**src/rtl/io_port_unit.sv**
```systemverilog
// I/O and software-interrupt responder for the ERM16 core: latched OUT ports,
// handshaked IN ports, a status word and a small interrupt-vector FIFO.
module io_port_unit #(
  parameter int DATA_W    = 16,
  parameter int ADDR_W    = 4,
  parameter int NOUT      = 4,
  parameter int NIN       = 4,
  parameter int IRQ_DEPTH = 4
) (
  input  logic                   clk,
  input  logic                   init_n,
  input  logic                   ioe,
  input  logic                   io_wr,
  input  logic [ADDR_W-1:0]      io_addr,
  input  logic [DATA_W-1:0]      io_wdata,
  output logic [DATA_W-1:0]      io_rdata,
  input  logic                   intreq,
  output logic [NOUT*DATA_W-1:0] out_port,
  output logic [NOUT-1:0]        out_stb,
  input  logic [NIN*DATA_W-1:0]  in_port,
  input  logic [NIN-1:0]         in_valid,
  output logic [NIN-1:0]         in_ack,
  output logic                   irq,
  output logic [ADDR_W-1:0]      irq_num,
  input  logic                   irq_ack
);

  localparam int PTR_W = (IRQ_DEPTH > 1) ? $clog2(IRQ_DEPTH) : 1;
  localparam int CNT_W = PTR_W + 1;
  localparam logic [CNT_W-1:0]  FULL_CNT  = CNT_W'(IRQ_DEPTH);
  localparam logic [ADDR_W-1:0] IN_BASE   = ADDR_W'(8);
  localparam logic [ADDR_W-1:0] STAT_ADDR = ADDR_W'(14);

  logic [DATA_W-1:0]      io_rdata_r, rdata_nxt_s;
  logic [NOUT*DATA_W-1:0] out_port_r, out_nxt_s;
  logic [NOUT-1:0]        out_stb_r, stb_nxt_s;
  logic [NIN-1:0]         in_ack_r, ack_nxt_s;
  logic                   irq_r, irq_nxt_s;
  logic [ADDR_W-1:0]      irq_num_r, irq_num_nxt_s;
  logic [ADDR_W-1:0]      fifo_mem_r [IRQ_DEPTH];
  logic [PTR_W-1:0]       wr_ptr_r, rd_ptr_r, wr_nxt_s, rd_nxt_s;
  logic [CNT_W-1:0]       cnt_r, cnt_nxt_s;
  logic                   ovf_r, ovf_nxt_s;
  logic                   full_s, pop_s, push_s, drop_s, stat_rd_s;
  logic [DATA_W-1:0]      stat_s;

  // CPU port access decode: OUT latches/strobes, IN read mux and input acks
  always_comb begin
    rdata_nxt_s = io_rdata_r;
    out_nxt_s   = out_port_r;
    stb_nxt_s   = '0;
    ack_nxt_s   = '0;
    stat_rd_s   = 1'b0;
    stat_s      = '0;
    stat_s[NIN-1:0] = in_valid;
    stat_s[13]  = full_s;
    stat_s[14]  = ovf_r;
    stat_s[15]  = irq_r;
    if (ioe) begin
      if (io_wr) begin
        for (int k = 0; k < NOUT; k++) begin
          if (io_addr == ADDR_W'(k)) begin
            out_nxt_s[k*DATA_W +: DATA_W] = io_wdata;
            stb_nxt_s[k] = 1'b1;
          end else begin
          end
        end
      end else begin
        // unmapped reads return zero unless one of the matches below fires
        rdata_nxt_s = '0;
        for (int k = 0; k < NOUT; k++) begin
          if (io_addr == ADDR_W'(k)) begin
            rdata_nxt_s = out_port_r[k*DATA_W +: DATA_W];
          end else begin
          end
        end
        for (int j = 0; j < NIN; j++) begin
          if (io_addr == IN_BASE + ADDR_W'(j) && in_valid[j]) begin
            rdata_nxt_s  = in_port[j*DATA_W +: DATA_W];
            ack_nxt_s[j] = 1'b1;
          end else begin
          end
        end
        if (io_addr == STAT_ADDR) begin
          rdata_nxt_s = stat_s;
          stat_rd_s   = 1'b1;
        end else begin
        end
      end
    end else begin
    end
  end

  // Interrupt FIFO next state; a pop on a full FIFO frees room for a same-cycle push
  always_comb begin
    full_s    = (cnt_r == FULL_CNT);
    pop_s     = irq_ack && (cnt_r != {CNT_W{1'b0}});
    push_s    = intreq && (!full_s || pop_s);
    drop_s    = intreq && full_s && !pop_s;
    wr_nxt_s  = push_s ? wr_ptr_r + PTR_W'(1) : wr_ptr_r;
    rd_nxt_s  = pop_s ? rd_ptr_r + PTR_W'(1) : rd_ptr_r;
    ovf_nxt_s = (ovf_r && !stat_rd_s) || drop_s;
    case ({push_s, pop_s})
      2'b10:   cnt_nxt_s = cnt_r + CNT_W'(1);
      2'b01:   cnt_nxt_s = cnt_r - CNT_W'(1);
      default: cnt_nxt_s = cnt_r;
    endcase
    irq_nxt_s = (cnt_nxt_s != {CNT_W{1'b0}});
    // the new head may be the vector being written this very cycle
    if (!irq_nxt_s) begin
      irq_num_nxt_s = '0;
    end else if (push_s && rd_nxt_s == wr_ptr_r) begin
      irq_num_nxt_s = io_addr;
    end else begin
      irq_num_nxt_s = fifo_mem_r[rd_nxt_s];
    end
  end

  // State and output registers
  always_ff @(posedge clk or negedge init_n) begin
    if (!init_n) begin
      io_rdata_r <= '0;
      out_port_r <= '0;
      out_stb_r  <= '0;
      in_ack_r   <= '0;
      irq_r      <= 1'b0;
      irq_num_r  <= '0;
      wr_ptr_r   <= '0;
      rd_ptr_r   <= '0;
      cnt_r      <= '0;
      ovf_r      <= 1'b0;
      for (int i = 0; i < IRQ_DEPTH; i++) begin
        fifo_mem_r[i] <= '0;
      end
    end else begin
      io_rdata_r <= rdata_nxt_s;
      out_port_r <= out_nxt_s;
      out_stb_r  <= stb_nxt_s;
      in_ack_r   <= ack_nxt_s;
      irq_r      <= irq_nxt_s;
      irq_num_r  <= irq_num_nxt_s;
      wr_ptr_r   <= wr_nxt_s;
      rd_ptr_r   <= rd_nxt_s;
      cnt_r      <= cnt_nxt_s;
      ovf_r      <= ovf_nxt_s;
      if (push_s) begin
        fifo_mem_r[wr_ptr_r] <= io_addr;
      end
    end
  end

  assign io_rdata = io_rdata_r;
  assign out_port = out_port_r;
  assign out_stb  = out_stb_r;
  assign in_ack   = in_ack_r;
  assign irq      = irq_r;
  assign irq_num  = irq_num_r;

endmodule

```
**config.mk**
```make
export PLATFORM = sky130hd
export DESIGN_NAME = io_port_unit
export DESIGN_NICKNAME = d
export VERILOG_FILES = /design/src/rtl/io_port_unit.sv
export SDC_FILE = /design/constraint.sdc
export NUM_CORES = 1
export LEC_CHECK = 0
export CORE_MARGIN = 2
export CORE_UTILIZATION = 47
export CTS_BUF_LIST = sky130_fd_sc_hd__clkbuf_8 sky130_fd_sc_hd__clkbuf_16
export DETAILED_ROUTE_END_ITERATION = 6
export GPL_ROUTABILITY_DRIVEN = 1
export PLACE_DENSITY = 0.78
export SLEW_MARGIN = 20
export SYNTH_ARGS = -nofsm -noshare
export SYNTH_HDL_FRONTEND = slang
export SYNTH_SLANG_ARGS = --single-unit
```
**constraint.sdc**
```tcl
create_clock -name clk -period 4 [get_ports clk]
set_clock_uncertainty 0.1 [all_clocks]
set_input_delay 1 -clock clk [delete_from_list [all_inputs] [get_ports clk]]
set_output_delay 1 -clock clk [all_outputs]
set_load 0.01 [all_outputs]
```
-- After elaboration in Yosys (flattened, before gate mapping)
Index checks and enable logic that the tools add are counted.
- bits in registers: 117
- output and inout port bits: 93
- input bits: 94
- $add $sub $neg: 4
- magnitude comparators: 3
- equal/unequal tests: 12
- reductions and logical operators: 24
- multiplexer cells: 34
- bitwise logic cells: 3
- operators with widths (cell ; count):
    two-way mux 16 bit ; 9
    two-way mux 4 bit ; 9
    == test 4 bit (second input constant) ; 5
    bitwise mux 16 bit ; 1
    AND reduction 3 bit ; 4
    logical AND 1 bit ; 11
    two-way mux 1 bit ; 11
    binary-select mux 4 bit (select 2 bit) ; 1
    demux 4 bit (select 2 bit) ; 1
    == test 4 x 2 -> 1 bit (second input constant) ; 2
    >= comparator 3 bit (second input constant) ; 2
    inverter 2 -> 3 bit ; 2
    one-hot mux 3 bit (2 select lines) ; 1
    nonzero test 3 bit ; 2
    adder 2 x 1 -> 2 bit (second input constant) ; 2
    == test 4 x 1 -> 1 bit (second input constant) ; 1
    logical NOT 4 bit ; 1
    adder 3 x 1 -> 3 bit (second input constant) ; 1
    == test 3 bit (second input constant) ; 1
    logical NOT 1 bit ; 3
    < comparator 3 x 1 -> 1 bit (second input constant) ; 1
    subtractor 3 x 1 -> 3 bit (second input constant) ; 1
    == test 2 x 1 -> 1 bit (second input constant) ; 1
    == test 2 bit ; 1
    5 further kinds ; 6

-- Depth between registers and ports, before layout
- depth in word-level cells: 10
- mapped depth: 13
- gate-level depth less buffers: 12

-- Least setup slack after synthesis
No wires, ideal clock.
- kind: input to register
- start: input irq_ack
- end: register irq_num_r[0], in the netlist irq_num[0]
- path slack: 893 ps
- cell stages on the path: 12
- required time: 3756 ps
- data arrival time: 2862 ps
- cell sequence: nor2_1 nor2b_1 buf_2 inv_2 ha_1 inv_1 fa_1 xor2_1 nor2_1 xnor2_1 nor3b_1 a21oi_1
- word-level cells in the longest chain between the ends: 8
- ends and longest elaborated chain (element ; RTL line ; RTL):
    start, declared ; 25 ; input logic irq_ack
    logical AND 1 bit * ; 97 ; pop_s = irq_ack && (cnt_r != {CNT_W{1'b0}});
    two-way mux 2 bit ; 101 ; rd_nxt_s = pop_s ? rd_ptr_r + PTR_W'(1) : rd_ptr_r;
    inverter 2 -> 3 bit (implied by the code) ; 115 ; irq_num_nxt_s = fifo_mem_r[rd_nxt_s];
    binary-select mux 4 bit (select 2 bit) ; 115 ;
    two-way mux 4 bit (implied by the code) (2 in a row) ; 115 ;
    two-way mux 4 bit ; 112 ; end else if (push_s && rd_nxt_s == wr_ptr_r) begin
    two-way mux 4 bit * ; 110 ; if (!irq_nxt_s) begin
    via irq_num_nxt_s[0] ; 39 ; logic [ADDR_W-1:0] irq_num_r, irq_num_nxt_s;
    end signal, assigned ; 141 ; irq_num_r <= irq_num_nxt_s;
    end, declared ; 39 ;
The timed path passes the listed nets; every way through them passes the cells marked *. The select of a mux whose other input is x is not followed.
A chain may end at the register's enable or synchronous reset.

-- Worst setup path after layout
- start: input irq_ack
- end: register irq_num_r[2], in the netlist irq_num[2]
Same word-level chain as after synthesis.

==> qor.csv <==
metric,value,unit
status,completed,
final_max_slew_viol_count,0,
detail_route.first_pass.iterations,5,
ff2ff_setup_slack,0.83,ns
rr_endpoint,irq_num[2]$_DFF_PN0_,
avgViaCountPerCell,5.85,
start_util,48.2,%
grt_pass1_wl,30.8,mm
fin_nets,819,
startpoint_type,input pin,
core_area,12700,sq um
die_height,118,um
arrival,3.55,ns
m1WireLength,8.29,mm
gp_congestion,0.912,
antenna_left,0,
top_layer,met4,
hold_depth,2,
cts-resized-gates,0,
grt_usage,28.4,%
overflow,0,
grt_max_degree,77,
synth-seq-area-share,47.9,%
drc_errors,0,
holdBufCountCts,0,
area_delta_synth_final,42.5,%
clock_latency,0.42,ns
io_pins,187,
finalHoldViolations,0,
crit_required,4.17,ns
dp_slack,0.231,ns
via_count,5287,
ys.warnings.count,0,
cts_sinks,117,
fill_cells,938,
place_area,8100,sq um
min_period_over_period,84.6,%
cts_tree,done,
diodes,0,
worstMarginPinSlew,0.990,ns
leakagePower,3.66,nW
row_count,41,
finalSetupViolations,0,
min_from,io_rdata[4]$_DFFE_PN0P_,
final_area,8700,sq um
r2r-start,cnt_r[0]$_DFF_PN0_,
layout_commonest_cell,clkdlybuf4s50_1,
p_per_area,555,nW/um^2
post-route-min-period,3.38,ns
min_path_type,register to register,
final_layout_size_suffix_gt1_share,18.4,%
whs,0.401,ns
numCtsBuffers,17,
fp.dieW,118,um
antenna_found_initial,0,
synth_nets,640,
syn-cell-area,6110,sq um
tns,0,ns
place.detailed.hpwl,13.8,mm
path_clk_slew,0.05,ns
worst-path-max-fanout,6,
multi_input_area,2920,sq um
yosysUniqueCellTypes,54,
fin_util,68.7,%
numPortBuffers,186,
die-area,13900,sq um
rr_worst_depth,12,
clockBufferDepth,2,
ctsRootBufferMaster,clkbuf_16,
cap_violations,0,
crit_type,input pin to register,
synth-async-reset-ratio,100,%
dr_wl_met2,9.09,mm
htree_levels,4,
timing.final.ws_setup,0.618,ns
irDropWorstVdd,0.000396,V
register_area,2930,sq um
synth_seq_cells,117,
layout_common_cells,"183 x clkdlybuf4s50_1, 117 x dfrtp_1, 72 x mux2_2",
synth.avg_cell_area,11.3,sq um
postCtsSetupBuffers,0,
rsz0062_at_grt,no,
drt_iter0_markers,596,
wire_per_inst,21.4,um
wl_met3,1.56,mm
ys.flop_type,dfrtp_1,
relSlewSlack,34.0,%
fmax,296,MHz
synth_edf_count,0,
crit_path_end_kind,register,
syn-instance-count,540,
first_global_vias,5479,
holdPathEnd,io_rdata[4]$_DFFE_PN0P_,
wl,19.4,mm
==> final cells by class <==
cell class              count  share of cell area [%]
inverters                  15                   0.647
repair buffers            202                    22.8
multi-input cells         366                    33.6
well taps                 172                    2.47
clock inverters            10                    1.19
clock buffers              22                    5.68
flip-flops and latches    117                    33.7
==> Yosys cell counts (4+ instances only) <==
library cell	count	share of area, %
mux2_1	9	1.7
nand2b_1	26	2.7
nand4_1	6	0.61
dfrtp_1	117	48
a21oi_1	26	2.1
nor3b_1	8	0.98
xnor2_1	5	0.72
nor2b_1	5	0.51
nand3_1	6	0.49
clkbuf_1	18	1.1
mux4_2	6	2.2
and3_1	5	0.51
a31oi_1	10	1.0
mux2_2	72	13
nand2_1	31	1.9
nand4b_1	11	1.6
a222oi_1	4	0.66
nor3_1	4	0.33
mux2i_1	8	1.3
inv_1	13	0.80
nor2_1	18	1.1
o221ai_1	19	2.7
buf_2	18	1.5
a22oi_1	9	1.1
a2bb2oi_1	20	2.9
o21ai_0	19	1.6
ha_1	5	1.0
==> registers in the layout (all words and copies together), names as in the netlist, 2 cells and up <==
name	count
out_port	64
fifo_mem_r	16
io_rdata	16
in_ack	4
irq_num	4
out_stb	4
cnt_r	3
rd_ptr_r	2
wr_ptr_r	2
==> metrics by stage <==
step	total power [W]	instances
2_1_floorplan	0.00259	540
3_3_place_gp	0.00325	872
3_5_place_dp	0.00331	872
4_1_cts	0.00483	904
5_1_grt	0.00506	904
6_report	0.00483	904
==> layer usage <==
| metal | up-vias | GRT usage (%) |
|---|---|---|
| met5 | - | 0 |
| met4 | 0 | 9.94 |
| met3 | 30 | 8.96 |
| met2 | 239 | 44.8 |
| met1 | 2642 | 37.0 |
| li1 | 2376 | - |
==> critical path: stages <==
cell             delay [ns]
clkdlybuf4s50_1        0.44
nor2_1                 0.16
nor2b_1                0.10
inv_2                  0.12
ha_1                   0.20
inv_1                  0.06
fa_1                   0.37
xor2_1                 0.16
nor2_1                 0.13
xnor2_1                0.17
nor3b_1                0.55
a21oi_1                0.10
==> how the worst max path moves through the flow <==
stage	cells after the start	slack [ns]	to	startpoint
after global placement	12	0.44	irq_num[0]$_DFF_PN0_	irq_ack
after floorplan	12	0.89	irq_num[0]$_DFF_PN0_	irq_ack
after CTS	12	0.65	irq_num[2]$_DFF_PN0_	irq_ack
after global routing	12	0.35	irq_num[2]$_DFF_PN0_	irq_ack
after detailed placement	12	0.23	irq_num[2]$_DFF_PN0_	irq_ack
final	12	0.62	irq_num[2]$_DFF_PN0_	irq_ack
==> power breakdown <==
group	switching (W)	internal, W
registers	0.000279	0.00149
clock network	0.000525	0.000989
logic	0.000685	0.000869
==> cells by family after synthesis <==
| kind of cell | after synthesis | synth area share (%) |
|---|---|---|
| and+or+nand+nor | 132 | 12.1 |
| AOI/OAI and AO/OA | 126 | 14.8 |
| DFF | 117 | 47.9 |
| muxes | 95 | 18.5 |
| buffers and inverters | 57 | 4.24 |
| xor gates and xnor gates | 7 | 1.13 |
| adders and majority gates | 6 | 1.35 |
No activity file was read; power rests on OpenSTA's default activity.
